File: config.mk
export PLATFORM = sky130hd
export DESIGN_NAME = encryption_ctrl
export DESIGN_NICKNAME = d
export VERILOG_FILES = /design/src/rtl/encryption_ctrl.sv
export SDC_FILE = /design/constraint.sdc
export NUM_CORES = 1
export LEC_CHECK = 0
export ABC_AREA = 1
export CORE_AREA = 2 2 39 41
export DETAILED_ROUTE_END_ITERATION = 12
export DIE_AREA = 0 0 41 43
export PLACE_DENSITY = 0.65
export SLEW_MARGIN = 20
export SYNTH_ARGS = -nofsm -noshare
export SYNTH_HDL_FRONTEND = slang
export SYNTH_SLANG_ARGS = --single-unit
File: constraint.sdc
create_clock -name clk -period 1.45 [get_ports clk]
set_input_delay 0.29 -clock clk [delete_from_list [all_inputs] [get_ports clk]]
set_output_delay 0.29 -clock clk [all_outputs]
set_load 0.01 [all_outputs]
File: src/rtl/encryption_ctrl.sv
// -----------------------------------------------------------------------------
// encryption_ctrl
//   Control FSM for an iterative AES-128 style datapath. A start request loads
//   the plaintext together with round key 0 (INIT_ROUND). It then runs rounds
//   1..9 (MID_ROUND) and round 10 (FINAL_ROUND, without MixColumns). Each round
//   takes three phases, counted down by cyc = 2,1,0:
//     cyc=2 : request the round key for round_idx
//     cyc=1 : round function settles
//     cyc=0 : write the round result back into the state register
//   Without stalls, done pulses 32 cycles after start is sampled in IDLE.
//
// Configuration macro:
//   ENC_KEY_HANDSHAKE_EN - when defined, phase cyc=2 holds (req_key stays high)
//                          until key_valid=1. When undefined, key_valid is
//                          ignored and the latency is fixed.
//
// Ports:
//   clk        in   clock, rising edge
//   reset      in   synchronous active-high reset
//   start      in   begin an encryption (accepted in IDLE only)
//   key_valid  in   requested round key available (handshake build only)
//   mux_sel    out  state-register source: 0 = plaintext, 1 = round feedback
//   state_we   out  state-register write enable
//   round_idx  out  round-key index 0..10
//   req_key    out  round-key request for round_idx
//   last_round out  final round (datapath skips MixColumns)
//   busy       out  operation in progress (every state except IDLE)
//   done       out  one-cycle completion pulse
// -----------------------------------------------------------------------------
module encryption_ctrl (
    input  logic       clk,
    input  logic       reset,
    input  logic       start,
    input  logic       key_valid,
    output logic       mux_sel,
    output logic       state_we,
    output logic [3:0] round_idx,
    output logic       req_key,
    output logic       last_round,
    output logic       busy,
    output logic       done
);

    typedef enum logic [2:0] {
        IDLE,
        INIT_ROUND,
        MID_ROUND,
        FINAL_ROUND,
        DONE
    } state_t;

    state_t     state_reg, state_next;
    logic [1:0] cyc_reg, cyc_next;
    logic [3:0] round_reg, round_next;
    logic       key_ok;
    logic       in_round;

`ifdef ENC_KEY_HANDSHAKE_EN
    assign key_ok = key_valid;
`else
    // Key is assumed to be ready in the same cycle it is requested.
    logic unused_key_valid;
    assign unused_key_valid = key_valid;
    assign key_ok           = 1'b1;
`endif

    assign in_round = (state_reg == MID_ROUND) || (state_reg == FINAL_ROUND);

    always_ff @(posedge clk) begin
        if (reset) begin
            state_reg <= IDLE;
            cyc_reg   <= 2'd0;
            round_reg <= 4'd0;
        end else begin
            state_reg <= state_next;
            cyc_reg   <= cyc_next;
            round_reg <= round_next;
        end
    end

    always_comb begin
        state_next = state_reg;
        cyc_next   = cyc_reg;
        round_next = round_reg;
        case (state_reg)
            IDLE: begin
                cyc_next   = 2'd0;
                round_next = 4'd0;
                if (start) begin
                    state_next = INIT_ROUND;
                end
            end
            INIT_ROUND: begin
                state_next = MID_ROUND;
                round_next = 4'd1;
                cyc_next   = 2'd2;
            end
            MID_ROUND, FINAL_ROUND: begin
                case (cyc_reg)
                    2'd2: begin
                        // Hold in the key-request phase until the key arrives.
                        if (key_ok) begin
                            cyc_next = 2'd1;
                        end
                    end
                    2'd1: begin
                        cyc_next = 2'd0;
                    end
                    2'd0: begin
                        if (state_reg == FINAL_ROUND) begin
                            state_next = DONE;
                            round_next = 4'd0;
                            cyc_next   = 2'd0;
                        end else if (round_reg >= 4'd9) begin
                            state_next = FINAL_ROUND;
                            round_next = 4'd10;
                            cyc_next   = 2'd2;
                        end else begin
                            round_next = round_reg + 4'd1;
                            cyc_next   = 2'd2;
                        end
                    end
                    default: begin
                        // cyc=3 is unreachable; fold it into the write phase.
                        cyc_next = 2'd0;
                    end
                endcase
            end
            DONE: begin
                // start is deliberately ignored here; a new operation must be
                // requested from IDLE.
                state_next = IDLE;
                cyc_next   = 2'd0;
                round_next = 4'd0;
            end
            default: begin
                state_next = IDLE;
                cyc_next   = 2'd0;
                round_next = 4'd0;
            end
        endcase
    end

    // Moore outputs decoded from the registered state.
    assign mux_sel    = in_round;
    assign state_we   = (state_reg == INIT_ROUND) || (in_round && (cyc_reg == 2'd0));
    assign req_key    = in_round && (cyc_reg == 2'd2);
    assign last_round = (state_reg == FINAL_ROUND);
    assign busy       = (state_reg != IDLE);
    assign done       = (state_reg == DONE);
    assign round_idx  = round_reg;

endmodule

==> results.json <==
{
  "crit_path_end_kind": "primary output",
  "synth-compound-area-share_pct": 9.95,
  "grt_setup_unrepaired": "no",
  "syn_avg_cell_area_um2": 7.29,
  "drc": 0,
  "critPathLaunchType": "register",
  "p_leak_nw": 0.401,
  "timing.fmax_mhz": 737,
  "area_growth_pct": 48.3,
  "final_nets": 105,
  "grtUsageMet2_pct": 22.5,
  "slew_violations": 0,
  "hp-class": "register to register",
  "cts_max_path_buffers": 2,
  "drt-total-wl_um": 977,
  "grt_pass1_wl_mm": 1.66,
  "crit_type": "register to primary output",
  "wire_per_inst_um": 8.65,
  "fp.dieW_um": 41,
  "pre_cts_slack_ps": -74.4,
  "yosys.area_share.simple_pct": 36.1,
  "synth_nets": 76,
  "synth_xor_area_share_pct": 1.74,
  "fin_util_pct": 53.9,
  "status": "finished clean",
  "fin_skew_ps": 2.75,
  "ys_seq_elements": 9,
  "seqCellArea_um2": 186,
  "setup_violations": 0,
  "cts_root_buf": "clkbuf_4",
  "muxShareOfSynthArea_pct": 0,
  "dieArea_um2": 1760,
  "netlist_area_um2": 503,
  "cap_violations": 0,
  "grt.met1_usage_pct": 15.4,
  "h-tree-depth": 1,
  "antenna_left": 0,
  "largest_reg_flops": 4,
  "worstPathArrival_ps": 1070,
  "timing.final.ws_setup_ps": 93.9,
  "worstMarginPinSlew_ps": 313,
  "cts.reportedPaths.clkPinSlew_ps": 60,
  "ir_worst_vdd_mv": 0.859,
  "finalHoldViolations": 0,
  "grt_pass1_vias": 456,
  "holdBufCountCts": 0,
  "routabilityCongestion": 0.732,
  "multi_input_area_um2": 278,
  "final.min_clock_period_ps": 1360,
  "start_util_pct": 36.3,
  "first_pass_iters": 4,
  "synthDistinctLibCells": 20,
  "layout_commonest_cell": "nand2_1",
  "io_pins": 14,
  "ys_seq_area_share_pct": 35.8,
  "antenna_cells": 0,
  "n_fill_cell": 132,
  "vias_per_cell": 4.58,
  "rows": 14,
  "met3_usage_pct": 4.71,
  "synth-warning-count": 0,
  "core_um2": 1380,
  "num_vias": 517,
  "grt-busiest-layer": "met2",
  "synth_top_family_by_area": "simple AND/OR/NAND/NOR gates",
  "antenna_found_initial": 0,
  "drt_iter0_drc": 7,
  "io_buffers": 12,
  "min_period_over_period_pct": 93.5,
  "max_slew_margin_pct": 79.1,
  "layout-drive-gt1-share_pct": 35.1,
  "clock-sinks": 9,
  "clock_latency_ps": 270,
  "grt-ovfl-total": 0,
  "die_height_um": 43,
  "power.density_nw_per_um2": 1610,
  "tritoncts": "yes",
  "grt_max_degree": 10,
  "cts_buffers": 3,
  "synth_fa_ha_area_share_pct": 7.46,
  "crit_fanout": 5,
  "syn-instance-count": 69,
  "post-dp-hpwl_um": 804,
  "final_cell_mix": "nand2_1, buf_4, inv_1, a21oi_1, dfxtp_1",
  "grt_usage_pct": 14.4,
  "crit_required_ps": 1160,
  "hold_ws_ps": 466
}
[final cells by class]
type	instances	share of cell area, %
inverter	11	5.54
timing repair buffer	25	26.0
tap	16	2.68
sequential	9	25.0
clock buffer	4	3.52
multi-input combinational	48	37.2
[worst paths after layout]
check,start,end,slack [ps],depth (start not counted)
max,state_reg[2]$_SDFFE_PP0P_,last_round,90,4
min,cyc_reg[1]$_SDFF_PP0_,cyc_reg[0]$_SDFF_PP0_,470,2
max reg2reg,round_idx[1]$_SDFFE_PP0P_,round_idx[1]$_SDFFE_PP0P_,190,8
min reg2reg,cyc_reg[1]$_SDFF_PP0_,cyc_reg[0]$_SDFF_PP0_,470,2
[worst max-delay path, cell delays in order, from the launching register on]
cell and delay [ps]:
dfxtp_1 320, inv_2 80, nand2_4 60, nor2_1 80, dlygate4sd2_1 260
[layer usage]
layer | part of all wire (%) | vias up
li1 | - | 279
met1 | 43 | 223
met2 | 49 | 10
met3 | 5.0 | 5
met4 | 3.3 | 0
met5 | 0 | -
[cells in the mapped netlist, drive strengths merged]
master | count | share of area (%)
or2 | 1 | 1.7
a21oi | 7 | 7.0
clkbuf | 1 | 0.75
inv | 11 | 8.2
xor2 | 1 | 1.7
nor3 | 2 | 2.0
nor4 | 2 | 2.5
nand3b | 1 | 2.2
o21ai | 3 | 3.0
nand4 | 1 | 1.2
dfxtp | 9 | 36
nand3 | 3 | 3.0
nand2 | 17 | 15
nor2 | 7 | 8.7
ha | 3 | 7.5
[report_power, final]
part | internal [mW] | switching, mW
Combinational | 0.327 | 0.307
Clock | 0.106 | 0.0925
Sequential | 0.313 | 0.0567
Total | 0.746 | 0.456
[stage by stage]
stage	cells	area, um2	power [mW]	TNS (ps)
floorplan	69	503	0.714	0
global placement	109	737	1.06	-71.4
detailed placement	109	737	1.06	-83.4
CTS	113	757	1.24	0
global route	113	746	1.31	0
finish	113	746	1.20	0
[cells by family after synthesis]
family                   after synthesis
AND/OR/NAND/NOR                       34
buffers and inverters                 12
AO/OA/AOI/OAI                         10
flip-flops                             9
adder cells (fa/ha/maj)                3
XOR/XNOR                               1
[repair_timing]
action                                 CTS  global route
pin swaps                                0             0
endpoints found under the hold margin    0             0
setup endpoints to repair                9             5
gates resized for setup                 18             6
setup buffers                            0             0
Note: power is estimated with default switching activity, not from simulation.
